### src/rtl/pc_fetch_ctrl.sv
// Purpose     : fetch sequencer; owns the PC, issues one imem request at a time, holds the reply in a 1-entry buffer for decode.
// Latency     : imem_req is combinational from state; an instruction reaches if_valid the cycle after imem_rvalid.
// Backpressure: no new request while the buffer is full and decode is stalled (id_ready=0) or while halt is high.
//
// Ports:
//   clk, reset            clock and asynchronous active-high reset
//   imem_req/addr/gnt     request channel to instruction memory (addr is always the current PC)
//   imem_rvalid/rdata     response channel, exactly one response per granted request
//   if_valid/instr/pc     single-entry instruction buffer presented to decode
//   id_ready              decode accepts the buffered instruction
//   redirect_valid/target one-cycle PC redirect from execute (low two bits cleared)
//   halt                  level; blocks new requests, in-flight request still completes
//   pc_o                  current fetch PC
//   trap_o                only with PC_TRAP_EN: one-cycle pulse after a misaligned redirect
//
// Build option: define PC_TRAP_EN to send misaligned redirects to TRAP_VEC and add trap_o.
module pc_fetch_ctrl #(
  parameter int              XLEN      = 32,
  parameter logic [XLEN-1:0] RESET_VEC = 32'h0000_0000,
  parameter logic [XLEN-1:0] TRAP_VEC  = 32'h0000_0100
) (
  input  logic            clk,
  input  logic            reset,
  output logic            imem_req,
  output logic [XLEN-1:0] imem_addr,
  input  logic            imem_gnt,
  input  logic            imem_rvalid,
  input  logic [31:0]     imem_rdata,
  output logic            if_valid,
  output logic [31:0]     if_instr,
  output logic [XLEN-1:0] if_pc,
  input  logic            id_ready,
  input  logic            redirect_valid,
  input  logic [XLEN-1:0] redirect_target,
  input  logic            halt,
  output logic [XLEN-1:0] pc_o
`ifdef PC_TRAP_EN
  ,
  output logic            trap_o
`endif
);

  typedef enum logic [1:0] {
    S_IDLE = 2'd0,
    S_REQ  = 2'd1,
    S_WAIT = 2'd2
  } state_t;

  state_t          state, state_nxt;
  logic [XLEN-1:0] pc, pc_nxt;
  logic            kill, kill_nxt;
  logic            if_valid_nxt;
  logic [31:0]     if_instr_nxt;
  logic [XLEN-1:0] if_pc_nxt;

  logic            redir;
  logic            accept;
  logic            resp;
  logic [XLEN-1:0] redir_pc;

  // Redirects are only honoured once the sequencer has left IDLE.
  assign redir = redirect_valid && (state != S_IDLE);

`ifdef PC_TRAP_EN
  logic misaligned;
  assign misaligned = (redirect_target[1:0] != 2'b00);
  assign redir_pc   = misaligned ? TRAP_VEC : {redirect_target[XLEN-1:2], 2'b00};
`else
  // The low target bits are dropped on purpose: instructions are word aligned.
  logic unused_tgt_lsbs;
  assign unused_tgt_lsbs = ^redirect_target[1:0];
  assign redir_pc        = {redirect_target[XLEN-1:2], 2'b00};
`endif

  assign imem_addr = pc;
  assign pc_o      = pc;

  always_comb begin
    state_nxt    = state;
    pc_nxt       = pc;
    kill_nxt     = kill;
    if_valid_nxt = if_valid;
    if_instr_nxt = if_instr;
    if_pc_nxt    = if_pc;
    imem_req     = 1'b0;
    accept       = 1'b0;
    resp         = 1'b0;

    case (state)
      S_IDLE: state_nxt = S_REQ;
      S_REQ: begin
        // Only request when the reply is certain to find the buffer free.
        imem_req = !halt && (!if_valid || id_ready);
        accept   = imem_req && imem_gnt;
        if (accept) state_nxt = S_WAIT;
      end
      S_WAIT: begin
        resp = imem_rvalid;
        if (imem_rvalid) state_nxt = S_REQ;
      end
      default: state_nxt = S_IDLE;
    endcase

    // Decode drains the buffer; a same-cycle load below overrides this.
    if (if_valid && id_ready) if_valid_nxt = 1'b0;

    if (resp) begin
      kill_nxt = 1'b0;
      // A killed reply belongs to a path that was redirected away from.
      if (!kill && !redir) begin
        if_valid_nxt = 1'b1;
        if_instr_nxt = imem_rdata;
        if_pc_nxt    = pc;
        pc_nxt       = pc + XLEN'(4);
      end
    end

    if (redir) begin
      pc_nxt       = redir_pc;
      if_valid_nxt = 1'b0;
      // Any request still in flight after this edge returns stale data.
      if ((state == S_WAIT && !imem_rvalid) || accept) kill_nxt = 1'b1;
    end
  end

  always_ff @(posedge clk or posedge reset) begin
    if (reset) begin
      state    <= S_IDLE;
      pc       <= RESET_VEC;
      kill     <= 1'b0;
      if_valid <= 1'b0;
      if_instr <= 32'h0;
      if_pc    <= '0;
    end else begin
      state    <= state_nxt;
      pc       <= pc_nxt;
      kill     <= kill_nxt;
      if_valid <= if_valid_nxt;
      if_instr <= if_instr_nxt;
      if_pc    <= if_pc_nxt;
    end
  end

`ifdef PC_TRAP_EN
  always_ff @(posedge clk or posedge reset) begin
    if (reset) trap_o <= 1'b0;
    else       trap_o <= redir && misaligned;
  end
`endif

endmodule

### config.mk
export PLATFORM = sky130hd
export DESIGN_NAME = pc_fetch_ctrl
export DESIGN_NICKNAME = d
export VERILOG_FILES = /design/src/rtl/pc_fetch_ctrl.sv
export SDC_FILE = /design/constraint.sdc
export NUM_CORES = 1
export LEC_CHECK = 0
export BUFFER_PORTS_ARGS = -buffer_cell sky130_fd_sc_hd__buf_4
export CAP_MARGIN = 20
export CORE_MARGIN = 5
export CORE_UTILIZATION = 48
export CTS_CLUSTER_SIZE = 12
export DETAILED_ROUTE_END_ITERATION = 8
export GPL_TIMING_DRIVEN = 0
export PLACE_DENSITY = 0.89
export SETUP_SLACK_MARGIN = 0.15
export SYNTH_ARGS = -nofsm -noshare
export SYNTH_HDL_FRONTEND = slang
export SYNTH_SLANG_ARGS = --single-unit
### constraint.sdc
create_clock -name clk -period 3.3 [get_ports clk]
set_clock_uncertainty 0.05 [all_clocks]
set_input_delay 0 -clock clk [delete_from_list [all_inputs] [get_ports clk]]
set_output_delay 0 -clock clk [all_outputs]
set_load 0.005 [all_outputs]
==> qor.csv, run 1 <==
metric,value,unit
antenna_left,0,
final.setup.tns,0,ps
timing.rr.start,state[0],
clkSlewWorstSetupHoldPaths,90,ps
switching_power_total,0.00123,W
setup-violations-final,0,
syn2layout_area_growth,55.2,%
drv.max_cap_violation_count,0,
hp-start,halt,
relative_slew_slack,53.1,%
vias_per_cell,5.08,
clock_latency,360,ps
synth-main-ff-cell,sky130_fd_sc_hd__dfrtp_1,
first_global_vias,4960,
hold_crit_class,in2reg,
gp_congestion,0.841,
antennaDiodeCount,0,
ranking_of_synthesized_cells_by_instance_count,"sky130_fd_sc_hd__nand2_1 (214), sky130_fd_sc_hd__dfrtp_1 (96), sky130_fd_sc_hd__buf_4 (36)",
placed_cells,850,
synth_edf_count,0,
crit_path_start_kind,flop,
crit_path_end,if_instr[18],
r2r_slack,920,ps
clock_tree_buffer_depth,2,
number_of_cells_in_the_finished_layout_apart_from_fillers,932,
internal_power,0.00270,W
seq_area,2400,sq um
layout-drive-gt1-share,32.8,%
crit_path_max_fanout,10,
report.final.hold_viol_count,0,
postSynthCellCount,523,
grt_setup_unrepaired,no,
static-leakage-power,3.74,nW
tightestPinTransition,696,ps
pin_count_of_the_biggest_net_entering_global_routing,53,
maxSlewViolCount,0,
syn_area,4640,sq um
fmax,420,MHz
p_comb_share,32.7,%
port_buffers,192,
tritoncts,built,
cts_resized,0,
power_frac_seq,43.6,%
ff2ff_path_depth,7,
post_route_drc,0,
clockRootBuffer,sky130_fd_sc_hd__clkbuf_8,
worstSetupEndpointType,flop,
synth_warnings,0,
drt-pass1-iter-count,5,
grt_first_pass_wirelength,25.2,mm
post-synth-top-area-fraction,51.8,%
grtUsageTotal,27.3,%
power_density,545,nW/um^2
cts_max_level,3,
synthArstFlopShare,100,%
dp.final_hpwl,10.6,mm
finalWorstPathRequiredPeriod,2380,ps
timing.hold.worst_path_depth,4,
cts_made_buffers,9,
chipWidth,108,microns
first_iter_violations,226,
postLayoutCoreUtil,77.2,%
outcome,finished clean,
global_route.overflow_total,0,
ys_types,46,
pin_count,201,
fillerInstances,624,
grt_antenna_before_repair,0,
synth.largest_area_cell,sky130_fd_sc_hd__dfrtp_1,
die_area,11700,sq um
clkSinkCount,96,
timing.setup.critical_path_class,reg2reg,
synthesis.area_per_instance,8.88,sq um
routed_wire_length_per_instance,17.0,microns
placeableCoreArea,9330,sq um
critical_path.reg2reg.endpoint,if_instr[18],
multi_input_comb_area,1840,sq um
synthTopCellsByArea,"sky130_fd_sc_hd__dfrtp_1 (52%), sky130_fd_sc_hd__nand2_1 (17%), sky130_fd_sc_hd__buf_4 (5.8%), sky130_fd_sc_hd__o21ai_0 (3.0%), sky130_fd_sc_hd__xnor2_1 (3.0%)",
floorplan_die_height,108,microns
floorplan.initialDensity,49.8,%
final_net_count,871,
synth-seq-cells,96,
synth.most_common_cell,sky130_fd_sc_hd__nand2_1,
core.rowCount,35,
p_clk_share,23.6,%
crit_arrival,2620,ps
routed_wirelength,15.8,mm
critical_path_required,3540,ps
final_min_period_over_clock_period,72.2,%
max-vdd-ir-drop,0.339,mV
crit_path_start,state[0],
power.share.switching,31.2,%
via_count,4738,
synth.yosys.seq_area_share,51.8,%
## cells in the final DEF, fill, tap and decap left out, types with 9 or more instances in the layout
| cell | synthesis | final |
|---|---|---|
| sky130_fd_sc_hd__clkbuf_1 | 17 | 17 |
| sky130_fd_sc_hd__dlygate4sd3_1 | 0 | 67 |
| sky130_fd_sc_hd__buf_4 | 36 | 228 |
| sky130_fd_sc_hd__dfrtp_1 | 96 | 96 |
| sky130_fd_sc_hd__xnor2_1 | 16 | 16 |
| sky130_fd_sc_hd__o21ai_0 | 28 | 28 |
| sky130_fd_sc_hd__nand3_1 | 10 | 10 |
| sky130_fd_sc_hd__clkbuf_8 | 0 | 9 |
| sky130_fd_sc_hd__xor2_1 | 9 | 9 |
| sky130_fd_sc_hd__nand2_1 | 214 | 214 |
## worst min-delay path by stage
stage	slack (ps)	to
after global placement	140	if_instr[2]
after global routing	100	state[0]
after floorplan	-20	imem_req
final	40	state[0]
after CTS	30	state[0]
after detailed placement	70	if_instr[30]
## critical path, cell delays in order, from the launching register on
cell	delay, ps
sky130_fd_sc_hd__dfrtp_1	330
sky130_fd_sc_hd__clkbuf_1	250
sky130_fd_sc_hd__and4bb_2	330
sky130_fd_sc_hd__nand2b_1	90
sky130_fd_sc_hd__clkbuf_1	480
sky130_fd_sc_hd__clkbuf_1	490
sky130_fd_sc_hd__nand2_1	170
sky130_fd_sc_hd__nand2_1	120
## state kept, by name, indices dropped and copies added, names as in the netlist
signal,count
if_valid,1
imem_addr,30
if_instr,32
if_pc,30
kill,1
state,2
## cell type report
type / count / area share, %
Tap cell: 129 / 2.24
Clock buffer: 9 / 1.72
Buffer: 62 / 5.38
Clock inverter: 6 / 1.62
Multi-Input combinational cell: 362 / 25.5
Sequential cell: 96 / 33.3
Inverter: 8 / 0.452
Timing Repair Buffer: 260 / 29.7
## power by group through the flow
stage	sequential [W]	combinational [W]	clock [W]
floorplan	0.00168	0.000496	0
global placement	0.00171	0.00116	0
detailed placement	0.00173	0.00121	0
CTS	0.00171	0.00128	0.000940
global route	0.00175	0.00141	0.000993
finish	0.00172	0.00129	0.000928
## stage by stage
step           hold slack [ps]  setup WS, ps  cell area, sq um  total power (W)
2_1_floorplan            -16.0           745              4660          0.00217
3_3_place_gp               140          -319              6260          0.00287
3_5_place_dp              65.8           990              6290          0.00294
4_1_cts                   33.0           976              7200          0.00392
5_1_grt                   96.0           745              7200          0.00415
6_report                  43.2           918              7200          0.00393
## logic make-up (layout without fill, tap and decap cells)
family | count (synthesis) | count (layout) | synth area share [%]
multiplexers | 4 | 4 | 0.916
other | 1 | 6 | 0.0808
AO/OA/AOI/OAI | 49 | 49 | 5.98
adder cells (fa/ha/maj) | 1 | 1 | 0.269
XOR/XNOR | 25 | 25 | 4.72
buffers and inverters | 70 | 345 | 9.00
flip-flops | 96 | 96 | 51.8
AND/OR/NAND/NOR | 277 | 277 | 27.3
## routing by layer
| layer | global-route usage, % | wire [microns] |
|---|---|---|
| met5 | 0 | 0 |
| met4 | 11.4 | 518 |
| met3 | 5.97 | 1130 |
| met2 | 49.5 | 8170 |
| met1 | 31.2 | 6000 |
## what timing repair did
| action | 4_1_cts | 5_1_grt |
|---|---|---|
| buffers inserted | 0 | 0 |
| hold buffers | 67 | 0 |
| endpoints found under the hold margin | 111 | 0 |
Power figures use the tool's default switching activity.
==> inputs of run 2 (changes only) <==
clock period = 2.5 ns   (was 3.3 ns; I/O delays follow)
==> qor.csv, run 2 (same netlist as run 1, synthesis figures left out) <==
metric,value,unit,change
outcome,finished clean,,
pin_count,201,,unchanged
hold_ws,65.3,ps,+22.0 ps
port_buffers,192,,unchanged
crit_path_start_kind,flop,,
static-leakage-power,3.71,nW,-0.73%
clockRootBuffer,sky130_fd_sc_hd__clkbuf_8,,
antenna_left,0,,unchanged
seq_area,2400,sq um,unchanged
maxSlewViolCount,0,,unchanged
multi_input_comb_area,1850,sq um,+0.27%
clkSlewWorstSetupHoldPaths,100,ps,about the same
worstSetupEndpointType,flop,,
die_area,11700,sq um,unchanged
final_min_period_over_clock_period,86.9,%,+15 points
cts_made_buffers,9,,unchanged
first_global_vias,5208,,+5.0%
syn2layout_area_growth,54.7,%,
relative_slew_slack,48.3,%,-4.9 points
pin_count_of_the_biggest_net_entering_global_routing,35,,-34%
most_common_library_cell_in_the_layout_ignoring_fill_and_taps,sky130_fd_sc_hd__buf_4,,
report.final.hold_viol_count,0,,unchanged
ff2ff_path_depth,7,,unchanged
vias_per_cell,5.07,,-0.28%
cpMostUsedCell,sky130_fd_sc_hd__nand2_1,,
power_density,697,nW/um^2,+28%
clock_tree_buffer_depth,2,,unchanged
crit_path_start,state[0],,
grt_setup_unrepaired,no,,
timing.setup.critical_path_class,reg2reg,,
mostFrequentLayoutCells,"sky130_fd_sc_hd__buf_4 (228), sky130_fd_sc_hd__nand2_1 (214), sky130_fd_sc_hd__dfrtp_1 (96)",,
cts_max_level,3,,unchanged
finalInstanceArea,7180,sq um,-0.33%
final.setup.tns,0,ps,unchanged
gp_congestion,0.836,,-0.63%
post_route_drc,0,,unchanged
finalWorstPathRequiredPeriod,2170,ps,-209 ps
r2r_slack,330,ps,-590 ps
grt_first_pass_wirelength,25.9,mm,+3.0%
grt_use_met2,51.7,%,+2.2 points
cells_traversed_along_the_worst_timing_path,clkbuf_1 > nand4bb_1 > nor2_4 > buf_2 > buf_1 > nand2_1 > nand2_1,,
layout-drive-gt1-share,33.1,%,+0.33 points
floorplan_die_height,108,microns,unchanged
core.rowCount,35,,unchanged
critical_path_required,2750,ps,-790 ps
global_route.overflow_total,0,,unchanged
chipWidth,108,microns,unchanged
dp.final_hpwl,10.9,mm,+3.0%
setup-violations-final,0,,unchanged
drv.max_cap_violation_count,0,,unchanged
tritoncts,built,,
via_count,4735,,-0.063%
placed_cells,851,,+0.12%
fillerInstances,630,,+0.96%
grtUsageTotal,28.5,%,+1.1 points
top_register,if_instr,,
max-vdd-ir-drop,0.429,mV,+27%
routed_wire_length_per_instance,17.3,microns,+2.0%
crit_arrival,2430,ps,-190 ps
clkSinkCount,96,,unchanged
maximum_cell_stage_delay_along_the_critical_path,380,ps,-110 ps
placeableCoreArea,9330,sq um,unchanged
gr-usage-met3,7.16,%,+1.2 points
hold_crit_class,in2reg,,
grt_met1_usage,31.2,%,+0.066 points
crit_path_end,if_instr[27],,
floorplan.initialDensity,49.8,%,unchanged
critical_path.reg2reg.endpoint,if_instr[27],,
clock_latency,360,ps,about the same
number_of_cells_in_the_finished_layout_apart_from_fillers,934,,+0.21%
postLayoutCoreUtil,77.0,%,-0.25 points
timing.rr.start,state[0],,
grt-busiest-layer,met2,,
largest_register_ffs,32,,unchanged
fmax,460,MHz,+9.6%
cts.repair_timing.setup_buffer_count,0,,unchanged
drt-pass1-iter-count,5,,unchanged
tightestPinTransition,774,ps,+78.5 ps
placement.cell_area,6310,sq um,+0.22%
first_iter_violations,244,,+8.0%
crit_path_max_fanout,10,,unchanged
routed_wirelength,16.2,mm,+2.2%
grt_antenna_before_repair,0,,unchanged
final_net_count,872,,+0.11%
cp_slowest_cell,sky130_fd_sc_hd__buf_1,,
==> run 2: worst min-delay path by stage <==
stage,from,to,slack (ps),cells after the start
after floorplan,halt,imem_req,-20,1
after global placement,imem_rdata[2],if_instr[2],140,3
after detailed placement,reset,if_instr[17],120,2
after CTS,halt,state[0],50,4
after global routing,halt,state[0],110,4
final,halt,state[0],70,4
==> run 2: metal layers <==
metal  vias up  part of all wire, %
met4         0                  3.5
met1      2243                   37
met2       221                   52
met3        53                  7.5
li1       2218                    -
met5         -                    0
==> run 2: final cells by class <==
cell class | instances | area share, %
Inverter | 8 | 0.470
Clock inverter | 6 | 0.958
Clock buffer | 9 | 1.73
Timing Repair Buffer | 261 | 30.0
Sequential cell | 96 | 33.5
Multi-Input combinational cell | 362 | 25.7
Buffer | 62 | 5.44
Tap cell | 129 | 2.25
Antenna cell | 1 | 0.0348
==> run 2: worst max-delay path, delay by kind of cell, from the launching register on <==
family,cells,cell delay (ps)
buffers and inverters,3,850
DFF,1,360
and+or+nand+nor,4,850
==> run 2: timing repair <==
action,4_1_cts,5_1_grt
gates resized for setup,1,3
setup endpoints to repair,3,26
hold buffers,67,0
endpoints found under the hold margin,99,0
==> run 2: stage by stage <==
stage	worst slack, ps	total power, W
after floorplan	739	0.00287
after global placement	230	0.00379
after detailed placement	130	0.00388
after CTS	263	0.00497
after global routing	127	0.00531
final	327	0.00500
==> run 2: report_power, final <==
part           leakage, nW  switching (W)  internal (W)
Sequential            1.26       0.000391       0.00187
Clock               0.0840       0.000557      0.000460
Combinational         2.36       0.000693       0.00103
Total                 3.71        0.00164       0.00336
